`src/rtl/cpu7_ifu_imem_bridge.sv`:
```
// Fetch-side bridge between the IFU fetch datapath and a single-outstanding SRAM-like
// instruction bus. It delivers one instruction per request, raises ADEF and drops cancelled fetches.
module cpu7_ifu_imem_bridge #(
  parameter logic [31:0] UNC_BASE  = 32'hA000_0000,
  parameter logic [31:0] UNC_MASK  = 32'hE000_0000,
  parameter logic [5:0]  ADEF_CODE = 6'h08
) (
  input  logic         clock,
  input  logic         reset,
  input  logic         inst_req,
  input  logic [31:0]  inst_addr,
  input  logic         inst_cancel,
  output logic         inst_addr_ok,
  output logic         inst_valid,
  output logic [127:0] inst_rdata,
  output logic [1:0]   inst_count,
  output logic         inst_ex,
  output logic [5:0]   inst_exccode,
  output logic         inst_uncache,
  output logic         imem_req,
  output logic [31:0]  imem_addr,
  input  logic         imem_addr_ok,
  input  logic         imem_data_ok,
  input  logic [31:0]  imem_rdata
);

  typedef enum logic [2:0] {
    S_IDLE,
    S_WAIT_DATA,
    S_DRAIN,
    S_RESP,
    S_EXC
  } state_t;

  state_t      state_q, state_d;
  logic [31:0] data_q, data_d;
  logic        unc_q, unc_d;
  logic [31:0] last_q, last_d;

  logic        req_live;
  logic        misaligned;
  logic        bus_req;
  logic        addr_ok;
  logic        resp_valid;
  logic        resp_ex;
  logic        resp_unc;
  logic [31:0] resp_data;
  logic        valid_g;

  assign req_live   = inst_req & ~inst_cancel;
  assign misaligned = |inst_addr[1:0];

  always_comb begin
    state_d    = state_q;
    data_d     = data_q;
    unc_d      = unc_q;
    bus_req    = 1'b0;
    addr_ok    = 1'b0;
    resp_valid = 1'b0;
    resp_ex    = 1'b0;
    resp_unc   = 1'b0;
    resp_data  = 32'h0;
    case (state_q)
      S_IDLE: begin
        if (req_live) begin
          if (misaligned) begin
            addr_ok = 1'b1;
            state_d = S_EXC;
          end else begin
            bus_req = 1'b1;
            if (imem_addr_ok) begin
              addr_ok = 1'b1;
              unc_d   = ((inst_addr & UNC_MASK) == UNC_BASE);
              state_d = S_WAIT_DATA;
            end
          end
        end
      end
      S_WAIT_DATA: begin
        // A cancel landing together with data_ok retires the bus beat with nothing to drain.
        if (imem_data_ok) begin
          if (inst_cancel) begin
            state_d = S_IDLE;
          end else begin
            data_d  = imem_rdata;
            state_d = S_RESP;
          end
        end else if (inst_cancel) begin
          state_d = S_DRAIN;
        end
      end
      S_DRAIN: begin
        if (imem_data_ok) begin
          state_d = S_IDLE;
        end
      end
      S_RESP: begin
        resp_valid = ~inst_cancel;
        resp_data  = data_q;
        resp_unc   = unc_q;
        state_d    = S_IDLE;
      end
      S_EXC: begin
        resp_valid = ~inst_cancel;
        resp_ex    = 1'b1;
        state_d    = S_IDLE;
      end
      default: begin
        state_d = S_IDLE;
      end
    endcase
  end

  // Outputs are forced quiet while reset is asserted; rdata otherwise holds the last delivery.
  assign valid_g = resp_valid & ~reset;
  assign last_d  = valid_g ? resp_data : last_q;

  always_ff @(posedge clock) begin
    if (reset) begin
      state_q <= S_IDLE;
      data_q  <= 32'h0;
      unc_q   <= 1'b0;
      last_q  <= 32'h0;
    end else begin
      state_q <= state_d;
      data_q  <= data_d;
      unc_q   <= unc_d;
      last_q  <= last_d;
    end
  end

  assign inst_addr_ok = addr_ok & ~reset;
  assign imem_req     = bus_req & ~reset;
  assign imem_addr    = imem_req ? {inst_addr[31:2], 2'b00} : 32'h0;
  assign inst_valid   = valid_g;
  assign inst_ex      = valid_g & resp_ex;
  assign inst_exccode = inst_ex ? ADEF_CODE : 6'h00;
  assign inst_uncache = valid_g & resp_unc;
  assign inst_count   = 2'b00;
  assign inst_rdata   = {96'h0, (reset ? 32'h0 : (valid_g ? resp_data : last_q))};

endmodule

```
`config.mk`:
```
export PLATFORM = sky130hd
export DESIGN_NAME = cpu7_ifu_imem_bridge
export DESIGN_NICKNAME = d
export VERILOG_FILES = /design/src/rtl/cpu7_ifu_imem_bridge.sv
export SDC_FILE = /design/constraint.sdc
export NUM_CORES = 1
export LEC_CHECK = 0
export ABC_AREA = 1
export BUFFER_PORTS_ARGS = -buffer_cell sky130_fd_sc_hd__buf_2
export CAP_MARGIN = 20
export CORE_MARGIN = 4
export CORE_UTILIZATION = 43
export CTS_BUF_LIST = sky130_fd_sc_hd__clkbuf_16
export DETAILED_ROUTE_END_ITERATION = 7
export PLACE_DENSITY = 0.91
export SYNTH_ARGS = -nofsm -noshare
export SYNTH_HDL_FRONTEND = slang
export SYNTH_SLANG_ARGS = --single-unit
export TNS_END_PERCENT = 50
```
`constraint.sdc`:
```
create_clock -name clock -period 1.5 [get_ports clock]
set_input_delay 0.075 -clock clock [delete_from_list [all_inputs] [get_ports clock]]
set_output_delay 0.075 -clock clock [all_outputs]
set_load 0.005 [all_outputs]
```
Word level (Yosys, flattened, before mapping)

Cells that the tools add are included.

Bits in writable memories: 0
Bits in latches: 0
Bits in read-only memories: 0
Logic and storage cells: 51
Bits in registers: 68
Memories kept: 0
Output and inout port bits: 173

Reductions and logical operators: 6
Div/mod/pow operators: 0
Equal/unequal tests: 9
Bitwise operators: 9
Magnitude comparators: 0
Shift operators: 0
Multipliers: 0
$add $sub $neg: 0
Mux-type cells: 23

Operator list:

| kind                                                            | count |
|---|---|
| 32-bit 2-to-1 mux                                               | 4 |
| 3-bit 2-to-1 mux                                                | 6 |
| 1-bit 2-to-1 mux                                                | 10 |
| 3-bit one-hot mux with 3 select lines                           | 1 |
| 4-bit AND reduction                                             | 2 |
| 1-bit AND                                                       | 6 |
| 3-bit by 2-bit == test with 1-bit output, second input constant | 2 |
| 3-bit == test, second input constant                            | 2 |
| 3-bit != test, second input constant                            | 2 |
| 4-bit 2-to-1 mux                                                | 1 |
| 2-bit != test, second input constant                            | 2 |
| 2-bit OR reduction                                              | 2 |
| 3-bit by 1-bit == test with 1-bit output, second input constant | 1 |
| 3-bit logical NOT                                               | 1 |
| 1-bit NOT                                                       | 3 |
| 3-bit AND reduction                                             | 1 |
| 2-bit 2-to-1 mux                                                | 1 |

Logic depth before layout (Yosys ltp)

Gate-level depths: netlist (run 1).

Word-level depth: 6
Mapped depth: 8

Worst setup path before layout (run 1)

Ideal clock, no wire load.

Path type: reg-to-output
From: register state_q[0]
To: output inst_exccode[3]
Arrival time: 1,198 ps
Slack: 227 ps
Data required time: 1,425 ps
Stages on the path, launching flop included: 9
Path buffers: 2
Cell sequence: dfxtp_1 > inv_2 > nor2_2 > nand2_2 > nand2_2 > nand2_4 > buf_6 > nor3_2 > buf_4

Cells in the longest elaborated chain, start to end: 6

Ends and longest elaborated chain:

| what                                                                      | line | RTL |
|---|---|---|
| start: declaration                                                        | 35   | `state_t state_q, state_d;` |
| start signal: assignment                                                  | 125  | `state_q <= state_d;` |
| 3-bit by 2-bit == test with 1-bit output or 3-bit == test (tied branches) | 63   | `case (state_q)` |
| 2-bit OR reduction (no source line)                                       | -    |  |
| 1-bit 2-to-1 mux                                                          | -    |  |
| 1-bit AND                                                                 | 115  | `assign valid_g = resp_valid & ~reset;` |
| 1-bit AND (*)                                                             | 136  | `assign inst_ex = valid_g & resp_ex;` |
| net inst_ex                                                               | 17   | `output logic inst_ex,` |
| 4-bit 2-to-1 mux (*)                                                      | 137  | `assign inst_exccode = inst_ex ? ADEF_CODE : 6'h00;` |
| end: declaration                                                          | 18   | `output logic [5:0] inst_exccode,` |

Mark *: on every way through the listed nets, which the timed path passes. The rest lies on a longest branch.

Final worst setup path (run 1)

From: register state_q[0]
To: output inst_rdata[19]

Cells in the longest elaborated chain, start to end: 6

Ends and longest elaborated chain:

| what                                                                      | line | RTL |
|---|---|---|
| 3-bit by 2-bit == test with 1-bit output or 3-bit == test (tied branches) | 63   |  |
| 2-bit OR reduction (no source line)                                       | -    |  |
| 1-bit 2-to-1 mux                                                          | -    |  |
| 1-bit AND                                                                 | 115  |  |
| 32-bit 2-to-1 mux (*)                                                     | 140  | `assign inst_rdata = {96'h0, (reset ? 32'h0 : (valid_g ? resp_data : last_q))};` |
| 32-bit 2-to-1 mux (*)                                                     | -    |  |
| end: declaration                                                          | 15   | `output logic [127:0] inst_rdata,` |

Every way passes the cells marked *; elsewhere a longest branch is shown, timed or not.

==> metrics, run 1 <==
clock skew 0.007254 ns; Worst EP required about 1.4 ns; I/O pins 243; drt first pass iters 4; number of flops mapped to enable cells by yosys 0; gr usage total ~18%; total power between 0.004 and 0.005 W; most frequent cell after synthesis buf_4; post-detailed-route count of antenna-violating nets 0; share of the synthesized area in the top cell type a little over a third; cell taking the most area after synthesis dfxtp_1; wire length per cell around 13 microns; Avg Synthesized Cell Area 7.402 sq um; Num CTS Buffers 9; FP Rows 33; Core Box Area approximately 8400 sq um; RD Place Congestion between 0.7 and 0.8; Setup TNS Final -7.527 ns; synthesized instance count 510; utilization after layout around 59%; CP Launch Type flop; Initial Util between 40% and 50%; Yosys reg bits 68; ANT cells 0; port bufs ~140; Worst-Margin Slew roughly 0.59 ns; Area Growth Syn to Fin 30.76%; asr flop ratio synth 0%; Max FO, Critical Path 6; Netlist cell types 27; DIE AREA 10340 sq um; clk sinks between 60 and 70; # setup viols final 68; Hold Crit Class in -> reg; Die Y ~100 microns; Die Wd between 100 and 150 microns; grt total ovfl 0; ys flop type dfxtp_1; Clock H-tree levels 3; clock latency on the worst-skew pair about 0.32 ns; CTS max path bufs 2; unrepaired setup endpoints after global routing true; pin count of the biggest net entering global routing 39; # nets final roughly 740; fraction of layout cells with a size suffix above 1 about two fifths; endpoints failing hold 0; Worst VDD drop 0.6631 mV; initial drt markers 115; clock slew at reported path FFs around 0.06 ns; fmax approximately 590 MHz; vias in the first global route between 3000 and 4000; Max-Cap Viols 0; Leak about 2.5 nW; post-synthesis sequential area ratio a little over a third; hold_ws about 0.0056 ns; # DRC 0; YS warnings 0; Post-Route WL roughly 10000 microns; vias per std cell between 4 and 5; max_slew headroom around three fifths; final count of pins violating max slew 0; critical path class reg -> out; Setup WS post-layout -0.1913 ns; failing checks negative setup slack; DPL Wire Length slightly above 7000 microns; Pwr Density around 1000 nW/um^2; top cells by count, synth buf_4 (106), nor2_1 (85), dfxtp_1 (68), nand2_1 (42), nand3_1 (39); clk root buf clkbuf_16; Final Critical Period 1.691 ns; CTS tree yes; vias 3390; largest cells by area after synthesis dfxtp_1 (36%), buf_4 (21%), nor2_1 (8.5%); critical path arrival approximately 1.6 ns; global-route wire length before repair approximately 14000 microns; critical path capture point type output port; cell area after synthesis approximately 3800 sq um; Final period util 112.8%; initial antenna violation count 0; status finished with violations
## critical path, stage by stage, from the launching register on
cell and delay [ns]:
dfxtp_4 0.36, inv_4 0.06, nor2_4 0.04, nand2_4 0.10, nand2_8 0.08, nand2_8 0.12
clkbuf_16 0.16, nand2_1 0.05, a21oi_1 0.17, buf_2 0.15
## final timing paths
path	startpoint	end	slack, ns	cells past startpoint
hold reg to reg	last_q[20]	last_q[20]	0.46	2
setup / recovery	state_q[0]	inst_rdata[19]	-0.19	9
hold / removal	imem_rdata[26]	data_q[26]	0.006	3
setup reg to reg	state_q[0]	last_q[8]	0.08	10
## cell usage in the layout, fill, tap and decap left out, types with 2 or more instances in the layout
cell type / netlist / final
nand2_2: 2 / 7
nor2_2: 23 / 23
clkbuf_16: 0 / 11
buf_4: 106 / 24
a21oi_2: 0 / 21
dlygate4sd3_1: 0 / 4
inv_1: 38 / 38
clkinv_2: 0 / 2
inv_4: 1 / 3
a21oi_1: 34 / 13
nand2_8: 0 / 2
nor2_4: 1 / 5
o21ai_0: 33 / 32
nand3_1: 39 / 38
nor2_1: 85 / 81
nand2_4: 1 / 3
conb_1: 1 / 105
nand3_4: 0 / 2
nor3_1: 2 / 2
buf_6: 9 / 5
inv_6: 0 / 2
buf_2: 1 / 136
dfxtp_1: 68 / 65
nand2_1: 42 / 34
dfxtp_4: 0 / 3
buf_12: 0 / 6
inv_2: 4 / 2
## repair_timing
item / 4_1_cts / 5_1_grt
endpoints found under the setup margin: 66 / 71
resized for setup: 41 / 22
gates cloned: 3 / 2
buffers inserted: 11 / 8
pin swaps: 10 / 21
endpoints found under the hold margin: 4 / 0
hold buffers: 4 / 0
## layout make-up
class                           count  area (sq um)
Tap cell                          105         131.4
Timing Repair Buffer              177          1127
Timing Repair inverter              2         12.51
Multi-Input combinational cell    373          1826
Clock buffer                        9         225.2
Inverter                           43         176.4
Fill cell                         784          3446
Clock inverter                      6         65.06
Sequential cell                    68          1373
## layer usage
metal | track usage, % | wire length, microns
met2 | 34.41 | 5773
met4 | 4.703 | 54
met3 | 5.096 | 839
met5 | 0 | 0
met1 | 20.04 | 3803
## sequential cells by signal, summed over array words and instances (netlist names)
signal / cells
data_q: 32
last_q: 32
state_q: 3
unc_q: 1
## cell families (layout without fill, tap and decap cells)
family | Yosys count | in the layout | synth area share, %
AND/OR/NAND/NOR | 199 | 200 | 23.77
buffers and inverters | 174 | 237 | 31.02
AO/OA/AOI/OAI | 68 | 68 | 9.049
flip-flops | 68 | 68 | 36.06
other | 1 | 105 | 0.09934
## power by group
part | leakage (nW) | total (W) | internal [W] | switching [W]
Clock | 0.142 | 0.00204 | 0.00128 | 0.000764
Sequential | 0.550 | 0.00194 | 0.00187 | 0.0000687
Combinational | 1.80 | 0.000980 | 0.000418 | 0.000563
## stage by stage
| step | cell area, sq um | worst slack (ns) | std cells |
|---|---|---|---|
| 3_5_place_dp | 4138 | -0.04288 | 740 |
| 6_report | 4936 | -0.1913 | 783 |
| 4_1_cts | 4742 | -0.1615 | 773 |
| 3_3_place_gp | 4138 | 0.02916 | 740 |
| 5_1_grt | 4936 | -0.2809 | 783 |
| 2_1_floorplan | 4165 | 0.2265 | 614 |
(Power assumes the default switching activity.)
==> run 2, diff against run 1 <==
==> constraint.sdc (replaced) <==
create_clock -name clock -period 1.5 [get_ports clock]
set_input_delay 0.075 -clock clock [delete_from_list [all_inputs] [get_ports clock]]
set_output_delay 0.075 -clock clock [all_outputs]
set_load 0.02 [all_outputs]
==> run 2 against run 1 <==
The run still ends with negative setup slack left. Die area unchanged. Sequential power about the same. Register-to-register slack improved by 0.07 ns. Wire length increased by 11%. First-iteration DRC count increased by 10%.
==> metrics, run 2 (synthesis gave the netlist of run 1 again) <==
Largest regs data_q: 32 flops, last_q: 32 flops, state_q: 3 flops (unchanged); # setup viols final 66 (was 68); clock skew 0.005579 ns (was 0.007254 ns); Area Growth Syn to Fin 49.12% (was 30.76%); CTS tree yes (unchanged); part of the power in registers 36.8% (was 39.1%); vias in the first global route 3257 (was 3050); # DRC 0 (unchanged); DPL Wire Length 7154 microns (was 7220 microns); DIE AREA 10340 sq um (unchanged); Max FO, Critical Path 7 (was 6); Core Box Area 8382 sq um (unchanged); Top cell by count, worst path nand2_4 (was nand2_8); clock latency on the worst-skew pair 0.32 ns (about the same); Sequential Area 1373 sq um (unchanged); Net Sw Frac 31.30% (was 28.10%); status finished with violations (unchanged); CP max stage cell dfxtp_4 (unchanged); logic gate share of total power 24.5% (was 19.7%); critical path class reg -> out (unchanged); pre-CTS WS -0.03219 ns (was -0.04288 ns); critical path arrival 1.63 ns (was 1.62 ns); sw power 0.001649 W (was 0.001395 W); CP Launch Type flop (unchanged); initial drt markers 127 (was 115); commonest cells after routing, fill and taps aside conb_1 (105), nor2_1 (75), buf_2 (69), dfxtp_1 (65), buf_4 (47) (was buf_2 (136), conb_1 (105), nor2_1 (81), dfxtp_1 (65)); RD Place Congestion 0.7646 (was 0.7810); grt total ovfl 0 (unchanged); Die Wd 101.7 microns (unchanged); gr usage total 19.63% (was 18.28%); Leak 2.605 nW (was 2.496 nW); clk root buf clkbuf_16 (unchanged); Final Critical Period 1.706 ns (was 1.691 ns); fmax 586.3 MHz (was 591.2 MHz); CP max stage delay 0.36 ns (about the same); multi-input logic area 2088 sq um (was 1826 sq um); Die Y 101.7 microns (unchanged); commonest non-fill, non-tap cell in the layout conb_1 (was buf_2); filler instances 674 (was 784); Setup WS post-layout -0.2056 ns (was -0.1913 ns); utilization after layout 67.16% (was 58.89%); Worst EP required 1.42 ns (about the same); I/O pins 243 (unchanged); total power 0.005268 W (was 0.004964 W); vias per std cell 4.425 (was 4.330); fraction of layout cells with a size suffix above 1 44.12% (was 38.79%); Pwr Density 935.9 nW/um^2 (was 1006 nW/um^2); Initial Util 45.04% (unchanged); Post-Route WL 11640 microns (was 10470 microns); final count of pins violating max slew 0 (unchanged); Design Area, Final 5629 sq um (was 4936 sq um); Post-DP Area 4197 sq um (was 4138 sq um); clk sinks 68 (unchanged); CTS max path bufs 2 (unchanged); hold_ws 0.01032 ns (was 0.005641 ns); Hold Crit Class in -> reg (unchanged); Max-Cap Viols 0 (unchanged); initial antenna violation count 0 (unchanged); # nets final 746 (was 744); pin count of the biggest net entering global routing 31 (was 39); ANT cells 0 (unchanged); unrepaired setup endpoints after global routing true (unchanged); failing checks negative setup slack (unchanged); critical path capture point type output port (unchanged); post-detailed-route count of antenna-violating nets 0 (unchanged); Final period util 113.7% (was 112.8%); global-route wire length before repair 15670 microns (was 14490 microns); Worst VDD drop 0.5305 mV (was 0.6631 mV); drt first pass iters 4 (unchanged); port bufs 137 (unchanged); CP Cell Sequence inv_4 -> nor2_4 -> nand2_4 -> nand2_4 -> nand2_8 -> clkbuf_16 -> nand2_1 -> a21oi_2 -> buf_6 (was inv_4 -> nor2_4 -> nand2_4 -> nand2_8 -> nand2_8 -> clkbuf_16 -> nand2_1 -> a21oi_1 -> buf_2); wire length per cell 14.83 microns (was 13.37 microns); Num CTS Buffers 9 (unchanged); clock share of power 38.7% (was 41.1%); endpoints failing hold 0 (unchanged); FP Rows 33 (unchanged); vias 3474 (was 3390); Clock H-tree levels 3 (unchanged); clock slew at reported path FFs 0.06 ns (about the same); Pint 0.003620 W (was 0.003569 W)
[run 2: cell types whose count changed in the layout (fill, tap and decap cells not counted), sizes merged]
cell,change
nand2,-1
clkbuf,+2
buf,-2
inv,+1
clkinv,-1
clkinvlp,+2
dlygate4sd3,+1
[run 2: path summary, 6_finish.rpt]
check / cells after the start / from / end / slack (ns)
max: 9 / state_q[0] / inst_rdata[4] / -0.21
min: 3 / imem_rdata[12] / data_q[12] / 0.01
max reg2reg: 9 / state_q[0] / last_q[30] / 0.15
min reg2reg: 2 / last_q[27] / last_q[27] / 0.46
[run 2: per-stage QoR]
stage	setup TNS, ns	instances
floorplan	0	614
global placement	0	742
detailed placement	-0.03337	742
CTS	-8.502	770
global route	-14.86	785
finish	-9.829	785
[run 2: power by group through the flow]
stage | Clock (W) | Combinational [W] | Sequential [W]
after floorplan | 0 | 0.000897 | 0.00194
after global routing | 0.00216 | 0.00140 | 0.00195
after detailed placement | 0 | 0.000951 | 0.00195
after global placement | 0 | 0.000943 | 0.00195
final | 0.00204 | 0.00129 | 0.00194
after CTS | 0.00208 | 0.00106 | 0.00193
[run 2: routing by layer]
layer	share of wire, %	GRT usage [%]	wire, microns	vias up
met5	0	0	0	-
met4	0.86	5.521	100	0
met3	8.0	5.441	935	13
met2	56	36.92	6574	157
met1	35	21.37	4034	1585
li1	-	-	-	1719
[run 2: layout make-up]
type | instances | area share, %
Multi-Input combinational cell | 372 | 37.10
Timing Repair Buffer | 178 | 27.21
Sequential cell | 68 | 24.38
Clock buffer | 9 | 4.001
Inverter | 43 | 3.090
Tap cell | 105 | 2.334
Clock inverter | 6 | 1.178
Timing Repair inverter | 4 | 0.7113
[run 2: critical path: cells and delay by family (launching register included)]
kind,cells,cell delay [ns]
flops,1,0.36
buf+inv,3,0.39
compound gates,1,0.17
simple gates,5,0.40
[run 2: what timing repair did]
action | CTS | global route
hold buffers | 5 | 0
setup buffers | 4 | 9
gates resized for setup | 135 | 106
endpoints found under the hold margin | 5 | 0
setup endpoints to repair | 67 | 67
pin swaps | 3 | 15
cloned | 4 | 6
==> run 3, diff against run 2 <==
Settings changed: CORE_ASPECT_RATIO set to 1.1.
==> run 3 against run 2 <==
The flow still finishes with violations (negative setup slack). Flip-flop and latch count is the same. Die area is essentially flat. Register-to-register slack got worse by 0.02 ns. Maximum frequency up 0.88%. Cell area decreased by 6.9%. Worst hold slack got worse by 0.0054 ns. Global-route usage about the same. Wire length fell by 6.5%. Clock skew about the same. Largest cell class unchanged. Largest power group is now sequential cells.
==> metrics, run 3 (synthesis gave the netlist of run 1 again) <==
status finished with violations (unchanged); failing checks negative setup slack (unchanged); CTS max path bufs 2 (unchanged); Max-Cap Viols 0 (unchanged); gr usage total 19.60% (was 19.63%); DIE AREA 10340 sq um (about the same); clock latency on the worst-skew pair 0.33 ns (was 0.32 ns); Hold Crit Class in -> reg (unchanged); Post-Route WL 10890 microns (was 11640 microns); ANT cells 0 (unchanged); Die Wd 97.34 microns (was 101.7 microns); Pwr Density 935.2 nW/um^2 (was 935.9 nW/um^2); grt total ovfl 0 (unchanged); unrepaired setup endpoints after global routing true (unchanged); critical path capture point type output port (unchanged); CP max stage cell dfxtp_2 (was dfxtp_4); Top cell by count, worst path buf_6 (was nand2_4); CP Buf/Inv Count 4 (was 3); Final period util 112.7% (was 113.7%); Setup WS post-layout -0.1907 ns (was -0.2056 ns); vias in the first global route 3504 (was 3257); clock skew 0.005743 ns (was 0.005579 ns); Clock H-tree levels 3 (unchanged); DPL Wire Length 7109 microns (was 7154 microns); initial antenna violation count 1 (was 0); drt first pass iters 4 (unchanged); CP Cell Sequence inv_2 -> nor2_2 -> nand2_2 -> buf_6 -> inv_8 -> nand3_1 -> a21oi_2 -> buf_6 (was inv_4 -> nor2_4 -> nand2_4 -> nand2_4 -> nand2_8 -> clkbuf_16 -> nand2_1 -> a21oi_2 -> buf_6); CP max stage delay 0.35 ns (was 0.36 ns); I/O pins 243 (unchanged); pre-CTS WS -0.007040 ns (was -0.03219 ns); Core Box Area 8452 sq um (was 8382 sq um); vias 3487 (was 3474); final count of pins violating max slew 0 (unchanged); Largest regs data_q: 32 flops, last_q: 32 flops, state_q: 3 flops (unchanged); Worst EP required 1.42 ns (about the same); initial drt markers 190 (was 127); fraction of layout cells with a size suffix above 1 41.35% (was 44.12%); CTS tree yes (unchanged); Post-DP Area 4177 sq um (was 4197 sq um); FP Rows 35 (was 33); endpoints failing hold 0 (unchanged); commonest cells after routing, fill and taps aside conb_1 (105), nor2_1 (77), buf_2 (70), buf_4 (66), dfxtp_1 (65) (was conb_1 (105), nor2_1 (75), buf_2 (69), dfxtp_1 (65), buf_4 (47)); port bufs 137 (unchanged); Max FO, Critical Path 8 (was 7); Area Growth Syn to Fin 38.88% (was 49.12%); Initial Util 44.66% (was 45.04%); critical path class reg -> out (unchanged); CP Launch Type flop (unchanged); Die Y 106.3 microns (was 101.7 microns); Crit path max-delay family buffers and inverters (was simple AND/OR/NAND/NOR gates); filler instances 685 (was 674); RD Place Congestion 0.8480 (was 0.7646); Worst VDD drop 0.5715 mV (was 0.5305 mV); Leak 2.506 nW (was 2.605 nW); Final Critical Period 1.691 ns (was 1.706 ns); vias per std cell 4.397 (was 4.425); fmax 591.5 MHz (was 586.3 MHz); global-route wire length before repair 16410 microns (was 15670 microns); critical path arrival 1.62 ns (was 1.63 ns); clk sinks 68 (unchanged); # nets final 747 (was 746); commonest non-fill, non-tap cell in the layout conb_1 (unchanged); post-detailed-route count of antenna-violating nets 0 (unchanged); # setup viols final 63 (was 66); utilization after layout 62.03% (was 67.16%); wire length per cell 13.73 microns (was 14.83 microns); # DRC 0 (unchanged); hold_ws 0.004963 ns (was 0.01032 ns); Design Area, Final 5243 sq um (was 5629 sq um); clk root buf clkbuf_16 (unchanged); pin count of the biggest net entering global routing 29 (was 31); Num CTS Buffers 9 (unchanged); clock slew at reported path FFs 0.06 ns (about the same)
run 3: cell types whose count changed in the layout (fill, tap and decap cells not counted), sizes merged:
cell	change
buf	+2
bufinv	-1
clkbuf	-4
clkinv	+3
clkinvlp	-2
dlygate4sd3	+4
run 3: through the flow:
step	std cells	setup TNS, ns	power, W
6_report	793	-7.833	0.004903
5_1_grt	793	-12.66	0.005134
4_1_cts	789	-8.956	0.004944
3_5_place_dp	751	-0.01815	0.002887
3_3_place_gp	751	0	0.002876
2_1_floorplan	614	0	0.002842
run 3: layout make-up:
cell class	count	area, sq um	area share [%]
clock buffers	9	225.2	4.296
flip-flops and latches	68	1368	26.09
well taps	111	138.9	2.649
repair buffers	180	1376	26.25
repair inverters	3	33.78	0.6444
clock inverters	7	35.03	0.6683
inverters	43	176.4	3.365
multi-input cells	372	1889	36.04
run 3: repair_timing:
action                                 4_1_cts  5_1_grt
buffers inserted                             8        6
pin swaps                                    8       21
hold buffers                                 9        0
gates resized for setup                    141       42
cloned                                       5        0
endpoints found under the hold margin        9        0
setup endpoints to repair                   66       67
run 3: layer usage:
layer  global-route usage, %  vias up  part of all wire (%)
li1                        -     1718                     -
met1                   20.48     1565                    35
met2                   37.28      177                    54
met3                   4.462       25                   8.0
met4                   8.605        2                   2.1
met5                       0        -                  0.12
run 3: report_power, final:
| part | switching [W] | total, W | leakage (nW) | internal, W |
|---|---|---|---|---|
| clock | 0.000739 | 0.00183 | 0.134 | 0.00109 |
| combinational | 0.000744 | 0.00114 | 1.82 | 0.000399 |
| sequential | 0.0000582 | 0.00193 | 0.550 | 0.00187 |
| total | 0.00154 | 0.00490 | 2.51 | 0.00336 |
run 3: final timing paths:
kind	startpoint	endpoint	slack [ns]	depth (start not counted)
worst min-delay path	imem_rdata[31]	data_q[31]	0.005	3
worst max register to register	state_q[1]	data_q[7]	0.13	7
worst min register to register	last_q[22]	last_q[22]	0.46	2
worst max-delay path	state_q[0]	inst_rdata[25]	-0.19	8
run 3: worst register-to-register path, stage by stage (launching register included):
cell     delay [ns]
dfxtp_4        0.36
nor2_4         0.12
buf_4          0.14
nand3_2        0.12
inv_2          0.08
buf_4          0.25
nor2_1         0.10
nor2_1         0.14
